===== src/rtl/us_cmd_pkg.sv =====
// Shared constants and controller state type for the upstream command FIFO arbiter.
package us_cmd_pkg;
  localparam int CMD_W     = 128;
  localparam int MAX_BEATS = 4;

  typedef enum logic {
    IDLE = 1'b0,
    XFER = 1'b1
  } us_arb_state_t;
endpackage


===== src/rtl/us_cmd_arb_rr_arbiter.sv =====
// Combinational round-robin pick: first requester at or after ptr_i, wrapping mod N.
module rr_arbiter #(
  parameter int  N  = 3,
  localparam int IW = (N > 1) ? $clog2(N) : 1
) (
  input  logic [N-1:0]  req_i,
  input  logic [IW-1:0] ptr_i,
  output logic [IW-1:0] gnt_idx_o,
  output logic          gnt_vld_o
);
  function automatic logic [IW-1:0] wrap_add(input logic [IW-1:0] p, input int k);
    int s;
    s = int'(p) + k;
    if (s >= N) s = s - N;
    return IW'(s);
  endfunction

  // Scan farthest-first so the requester nearest the pointer is written last and wins.
  always_comb begin
    gnt_idx_o = '0;
    gnt_vld_o = 1'b0;
    for (int k = N - 1; k >= 0; k--) begin
      if (req_i[wrap_add(ptr_i, k)]) begin
        gnt_idx_o = wrap_add(ptr_i, k);
        gnt_vld_o = 1'b1;
      end
    end
  end
endmodule


===== src/rtl/us_cmd_arb.sv =====
// Round-robin packet scheduler in front of the upstream command FIFO write port.
module us_cmd_arb #(
  parameter int  N         = 3,
  parameter int  CMD_W     = us_cmd_pkg::CMD_W,
  parameter int  MAX_BEATS = us_cmd_pkg::MAX_BEATS,
  localparam int IW        = (N > 1) ? $clog2(N) : 1
) (
  input  logic                 clk,
  input  logic                 rst,
  input  logic [N-1:0]         req_valid,
  input  logic [N*CMD_W-1:0]   req_data,
  input  logic [N-1:0]         req_last,
  output logic [N-1:0]         req_ready,
  output logic [CMD_W-1:0]     fifo_din,
  output logic                 fifo_wr_en,
  input  logic                 fifo_full,
  input  logic                 fifo_prog_full,
  output logic [IW-1:0]        grant_id,
  output logic                 busy,
  output logic                 len_err,
  output logic [31:0]          pkt_count
);
  import us_cmd_pkg::*;

  // Beat counter saturates one past the legal maximum; that value marks an overlong packet.
  localparam int CW = $clog2(MAX_BEATS + 2);

  us_arb_state_t    state_q, state_d;
  logic [IW-1:0]    rr_ptr_q, rr_ptr_d;
  logic [IW-1:0]    grant_q, grant_d;
  logic [CW-1:0]    beats_q, beats_d;
  logic             len_err_q, len_err_d;
  logic [31:0]      pkt_q, pkt_d;

  logic [IW-1:0]    arb_idx;
  logic             arb_vld;
  logic             sel_valid, sel_last, accept;
  logic [CMD_W-1:0] sel_data;

  rr_arbiter #(.N(N)) u_rr (
    .req_i     (req_valid),
    .ptr_i     (rr_ptr_q),
    .gnt_idx_o (arb_idx),
    .gnt_vld_o (arb_vld)
  );

  assign sel_valid = req_valid[grant_q];
  assign sel_last  = req_last[grant_q];
  assign sel_data  = req_data[grant_q*CMD_W +: CMD_W];
  assign accept    = (state_q == XFER) && sel_valid && !fifo_full;

  always_comb begin
    req_ready = '0;
    if (state_q == XFER && !fifo_full) req_ready[grant_q] = 1'b1;
  end

  assign fifo_wr_en = accept;
  assign fifo_din   = accept ? sel_data : '0;

  // prog_full only gates packet start; a granted packet runs to its last beat.
  always_comb begin
    state_d   = state_q;
    rr_ptr_d  = rr_ptr_q;
    grant_d   = grant_q;
    beats_d   = beats_q;
    len_err_d = len_err_q;
    pkt_d     = pkt_q;
    unique case (state_q)
      IDLE: begin
        if (arb_vld && !fifo_prog_full) begin
          grant_d = arb_idx;
          beats_d = '0;
          state_d = XFER;
        end
      end
      XFER: begin
        if (accept) begin
          if (beats_q != CW'(MAX_BEATS + 1)) beats_d = beats_q + 1'b1;
          if (beats_q == CW'(MAX_BEATS)) len_err_d = 1'b1;
          if (sel_last) begin
            rr_ptr_d = (grant_q == IW'(N - 1)) ? '0 : grant_q + 1'b1;
            pkt_d    = pkt_q + 32'd1;
            state_d  = IDLE;
          end
        end
      end
      default: state_d = IDLE;
    endcase
  end

  always_ff @(posedge clk or posedge rst) begin
    if (rst) begin
      state_q   <= IDLE;
      rr_ptr_q  <= '0;
      grant_q   <= '0;
      beats_q   <= '0;
      len_err_q <= 1'b0;
      pkt_q     <= '0;
    end else begin
      state_q   <= state_d;
      rr_ptr_q  <= rr_ptr_d;
      grant_q   <= grant_d;
      beats_q   <= beats_d;
      len_err_q <= len_err_d;
      pkt_q     <= pkt_d;
    end
  end

  assign grant_id  = grant_q;
  assign busy      = (state_q == XFER);
  assign len_err   = len_err_q;
  assign pkt_count = pkt_q;
endmodule


===== config.mk =====
export PLATFORM = sky130hd
export DESIGN_NAME = us_cmd_arb
export DESIGN_NICKNAME = d
export VERILOG_FILES = /design/src/rtl/us_cmd_pkg.sv /design/src/rtl/us_cmd_arb_rr_arbiter.sv /design/src/rtl/us_cmd_arb.sv
export SDC_FILE = /design/constraint.sdc
export NUM_CORES = 1
export LEC_CHECK = 0
export BUFFER_PORTS_ARGS = -buffer_cell sky130_fd_sc_hd__clkbuf_2
export CORE_AREA = 2 2 220 222
export CTS_CLUSTER_DIAMETER = 50
export DETAILED_ROUTE_END_ITERATION = 16
export DIE_AREA = 0 0 222 224
export GPL_TIMING_DRIVEN = 0
export SYNTH_ARGS = -nofsm -noshare
export SYNTH_HDL_FRONTEND = slang
export SYNTH_HIERARCHICAL = 1
export SYNTH_SLANG_ARGS = --single-unit
export TNS_END_PERCENT = 50

===== constraint.sdc =====
create_clock -name clk -period 2.2 [get_ports clk]
set_input_delay 0.33 -clock clk [delete_from_list [all_inputs] [get_ports clk]]
set_output_delay 0.33 -clock clk [all_outputs]
set_load 0.005 [all_outputs]

# ---- Word level (Yosys, flattened, before mapping)
# Cells that the tools add are included.
dict set report totals {
  inputBits 394
  out_inout_bits 168
  register_bits 41
}
dict set report classes {
  bitwise_logic 1
  mux 32
  n_reduce_logical 11
  n_shift 1
  add_sub_neg 8
  n_eq_ne 6
  order_cmp 8
}
# cell n
set op_table {}
lappend op_table {{$shiftx A384 B10 Y128} 1}
lappend op_table {{$mux W128} 1}
lappend op_table {{$add A32 B1 Y32 const B} 1}
lappend op_table {{$mux W2} 7}
lappend op_table {{$lt A2 B3 Y1 const B} 4}
lappend op_table {{$mux W1} 12}
lappend op_table {{$mux W3} 4}
lappend op_table {{$bmux W1 S2} 5}
lappend op_table {{$reduce_and A3 Y1} 3}
lappend op_table {{$ge A3 B2 Y1 const B} 2}
lappend op_table {{$pmux W3 S2} 1}
lappend op_table {{$logic_and A1 B1 Y1} 5}
lappend op_table {{$ne A2 B1 Y1 const B} 2}
lappend op_table {{$sub A2 B2 Y2 const B} 2}
lappend op_table {{$add A2 B1 Y3 const B} 1}
lappend op_table {{$add A2 B2 Y3 const B} 1}
lappend op_table {{$add A3 B1 Y3 const B} 1}
lappend op_table {{$eq A3 B3 Y1 const B} 1}
lappend op_table {{$ne A3 B3 Y1 const B} 1}
lappend op_table {{$add A2 B1 Y2 const B} 1}
lappend op_table {{$demux W1 S2} 1}
lappend op_table {{$eq A2 B2 Y1 const B} 1}
lappend op_table {{$ge A2 B1 Y1 const B} 1}
lappend op_table {{$ge A2 B2 Y1 const B} 1}
lappend op_table {{6 further kinds} 7}

# ---- Logic depth before layout (Yosys ltp)
dict set report logic_depth {
  word_depth 11
  mapped_depth 9
}

# ---- By module
# The synthesis kept the hierarchy.
# mod seq_area_each_um2 n_inst cells_each area_per_inst_um2
set modules_own_cells {}
lappend modules_own_cells {us_cmd_arb 1026.0 1 759 5136.2}
lappend modules_own_cells {rr_arbiter 0.0 1 29 222.7}

# ---- Worst setup path after synthesis
# OpenSTA, ideal clock, no wires.
dict set report synth_path {
  path_kind {register to output}
  startpoint {reg grant_q[0], in the netlist grant_id[0]}
  endpoint {out fifo_din[100]}
  setup_slack_ps -73
  arrival_time_ps 1943
  n_path_buf 3
  path_stages_with_launch 8
  path_cell_list {dfrtp_1 > buf_2 > nor2b_1 > a211oi_1 > a211o_1 > clkbuf_1 > buf_2 > nor2_1}
}
dict set report synth_via {
  elab_chain_cells 5
  elab_cells_between_ends 6
  classes_between {shift (1); mux (3); reduce/logical (2)}
}
# element line
set synth_lines {}
lappend synth_lines {{start, declared} us_cmd_arb.sv:30} ;# logic [IW-1:0] grant_q, grant_d;
lappend synth_lines {{start signal, assigned} us_cmd_arb.sv:102} ;# grant_q <= grant_d;
lappend synth_lines {{parallel branches: the longest is 4 deep, another holds $shiftx A384 B10 Y128} n/a}
lappend synth_lines {{$mux W128 (*)} us_cmd_arb.sv:58} ;# assign fifo_din = accept ? sel_data : '0;
lappend synth_lines {{end, declared} us_cmd_arb.sv:14} ;# output logic [CMD_W-1:0] fifo_din,
# Mark *: on every way between the ends. The select of a mux whose other input is x is not followed.

# ---- Worst setup path after layout
dict set report layout_path {
  startpoint {reg grant_q[0], in the netlist grant_id[0]}
  endpoint {out fifo_din[109]}
}
# Same word-level chain as after synthesis.

==> impl_metrics.tcl <==
set metrics [dict create \
    status "complete, but fails checks" \
    violations "setup timing" \
    drv_slew 0 \
    cap_violations 0 \
    crit_path_end_kind "output pin" \
    critPathTopFamily "buffers and inverters" \
    critPathMaxFanout 7 \
    cpPeakStageDelay_ns 0.41 \
    synth-adder-area-share_pct 1.63 \
    die_area_sq_um 49700 \
    power.density_nw_per_um2 740 \
    crit_top_cell "buf_12" \
    critPathKind "reg2out" \
    h-tree-depth 2 \
    p_seq_share_pct 12.3 \
    path_cells "buf_12, nor2b_4, a211oi_4, a211o_4, clkbuf_16, buf_12, nor2_4, buf_2" \
    syn_inst 788 \
    placement_rows 80 \
    crit_buf_inv 4 \
    synth_compound_area_share_pct 15.1 \
    fmax_mhz 413 \
    drc 0 \
    clk_latency_ns 0.28 \
    first_pass_iters 4 \
    synthTopCellsByArea "mux2i_1 (25%), dfrtp_1 (19%), nor2_1 (19%)" \
    startpoint_type "flop" \
    p_sw_mw 3.83 \
    fin_crit_sh_pct 110 \
    syn-cell-area_sq_um 5360 \
    synth_seq_cells 41 \
    die_y_um 224 \
    dr_total_vias 8174 \
    synth.mux.area_fraction_pct 24.9 \
    start_util_pct 11.3 \
    final_area_sq_um 10700 \
    hold_buffers 0 \
    synth_top_family_by_area "simple AND/OR/NAND/NOR gates" \
    yosys_warnings 6 \
    yosysUniqueCellTypes 50 \
    reg2reg_from "grant_id[0]" \
    grt_max_degree 42 \
    wire_per_inst_um 20.4 \
    ios 562 \
    rsz0062_at_grt "true" \
    layoutNonFillerInstCount 2002 \
    place.detailed.hpwl_mm 34.1 \
    p_int_mw 4.12 \
    synth_nets 1189 \
    netlist.area_leader.share_pct 24.7 \
    synth_common_cells "nor2_1 (266), mux2i_1 (132), a21oi_1 (130)" \
    async_flop_share_pct 100 \
    clkSinkCount 41 \
    hold_path_class "in2async" \
    crit_required_ns 1.87 \
    routed_wl_mm 40.9 \
    placed_cells 1964 \
    clockPowerShare_pct 8.9 \
    dpl-instance-area_sq_um 8940 \
    clockBufferDepth 2 \
    vias_per_cell 4.08 \
    grt_pass1_wl_mm 55.0 \
    die_w_um 222 \
    fin_setup_tns_ns -18.13 \
    worstRegToRegCells 7 \
    cts_tree "yes" \
    coreArea_sq_um 47300 \
    synth.yosys.seq_area_share_pct 19.1 \
    p_sw_share_pct 48.2 \
    grt_pass1_vias 7759 \
    seqCellArea_sq_um 1030 \
    synth-xor-area-share_pct 5.07 \
    antenna_found_initial 21 \
    layout-drive-gt1-share_pct 58.9 \
    grt-ovfl-total 0 \
    synth_top_area_cell "mux2i_1" \
    avgSynthCellArea_sq_um 6.80 \
    arrival_ns 2.09 \
    finalPower_mw 7.95 \
    p_leak_nw 5.34 \
    min_period_ns 2.42 \
    fillers 5380 \
    irDropWorstVdd_uv 360 \
    cpMaxStageDelayCell "dfrtp_1" \
    multi_input_area_sq_um 4840 \
    path_clk_slew_ns 0.06 \
    cts-root-buf "clkbuf_16" \
    relSlewSlack_pct 42.7 \
    fin_util_pct 22.7 \
    yosysMostFrequentCell "nor2_1" \
    ys.flop_type "dfrtp_1" \
    grtUsageTotal_pct 15.2 \
    yosys.area_share.simple_pct 28.7 \
    r2r_slack_ns -0.06 \
    finalNetCount 1780 \
    pwr-share-comb_pct 78.8 \
    drtIter0Drc 423 \
    ant_nets 0 \
    setup_ws_ns -0.223 \
    gp_congestion 0.931 \
    synth-edff-count 0 \
    r2r-end "pkt_count[31]" \
    hold_viol 0 \
    clock_skew_ns 0.00556 \
    cts_made_buffers 5 \
    syn_to_final_growth_pct 101 \
    portBuffers 561 \
    worstMarginPinSlew_ns 0.858 \
    setup_violations 132 \
]
-- cell type report --
class	instances	area share, %
multi-input cells	676	45.0
repair buffers	584	29.9
flip-flops and latches	41	9.56
well taps	615	7.16
plain buffers	61	6.49
clock buffers	6	1.20
inverters	10	0.419
diodes	7	0.163
clock inverters	2	0.0932
-- through the flow --
stage	hold slack [ns]	worst slack, ns
2_1_floorplan	0.465	0.0179
3_3_place_gp	0.452	-1.48
3_5_place_dp	0.475	-1.45
4_1_cts	0.255	-0.209
5_1_grt	0.304	-0.278
6_report	0.209	-0.223
-- per-layer routing --
layer | vias to the layer above | global-route usage [%] | share of wire, %
met5 | - | 0 | 0
met4 | 0 | 3.51 | 2.5
met3 | 66 | 3.29 | 6.6
met2 | 385 | 27.4 | 50
met1 | 3848 | 18.3 | 40
li1 | 3875 | - | -
-- worst max-delay path by stage --
stage                      from             to  slack (ns)  cells past startpoint
finish              grant_id[0]  fifo_din[109]       -0.22                      8
floorplan           grant_id[1]  pkt_count[31]        0.02                      6
global placement    grant_id[0]  fifo_din[109]       -1.48                      8
detailed placement  grant_id[0]  fifo_din[109]       -1.45                      8
CTS                 grant_id[0]   fifo_din[40]       -0.21                      8
global route        grant_id[0]   fifo_din[27]       -0.28                      8
-- timing repair --
action                     CTS  global route
cloned                       5             4
setup endpoints to repair  160           158
buffers inserted             5             9
pin swaps                   14            43
gates resized for setup    235           229
-- registers in the layout, indices dropped and copies added, names as in the netlist --
name       flops
len_err        1
grant_id       2
busy           1
pkt_count     32
beats_q        3
rr_ptr_q       2
-- power by group through the flow --
stage	Sequential, mW	Clock [mW]	Combinational, mW
floorplan	0.965	0	2.74
global placement	0.993	0	4.63
detailed placement	0.996	0	4.62
CTS	0.977	0.711	5.57
global route	0.997	0.741	6.80
finish	0.980	0.706	6.27
-- logic make-up after synthesis --
logic type,count (synthesis)
buffers and inverters,71
AO/OA/AOI/OAI,147
XOR/XNOR,31
AND/OR/NAND/NOR,358
adder cells (fa/ha/maj),7
flip-flops,41
multiplexers,133
-- cell usage in the layout (no fill, tap or decap), drive strengths merged, types with 6 or more instances in the layout --
cell type and n:
a21oi 130, and3 6, buf 118, clkbuf 533, dfrtp 41, diode 7
ha 7, inv 10, mux2i 132, nand2 31, nand3 9, nand4 10
nor2 266, nor3 9, xnor2 21, xor2 10
-- worst register-to-register path: cells and delay by family (launching register included) --
family                 cells  cell delay (ns)
XOR/XNOR                   1             0.17
AO/OA/AOI/OAI              1             0.36
buffers and inverters      2             0.31
AND/OR/NAND/NOR            3             0.94
flip-flops                 1             0.41
Power figures use the tool's default switching activity.
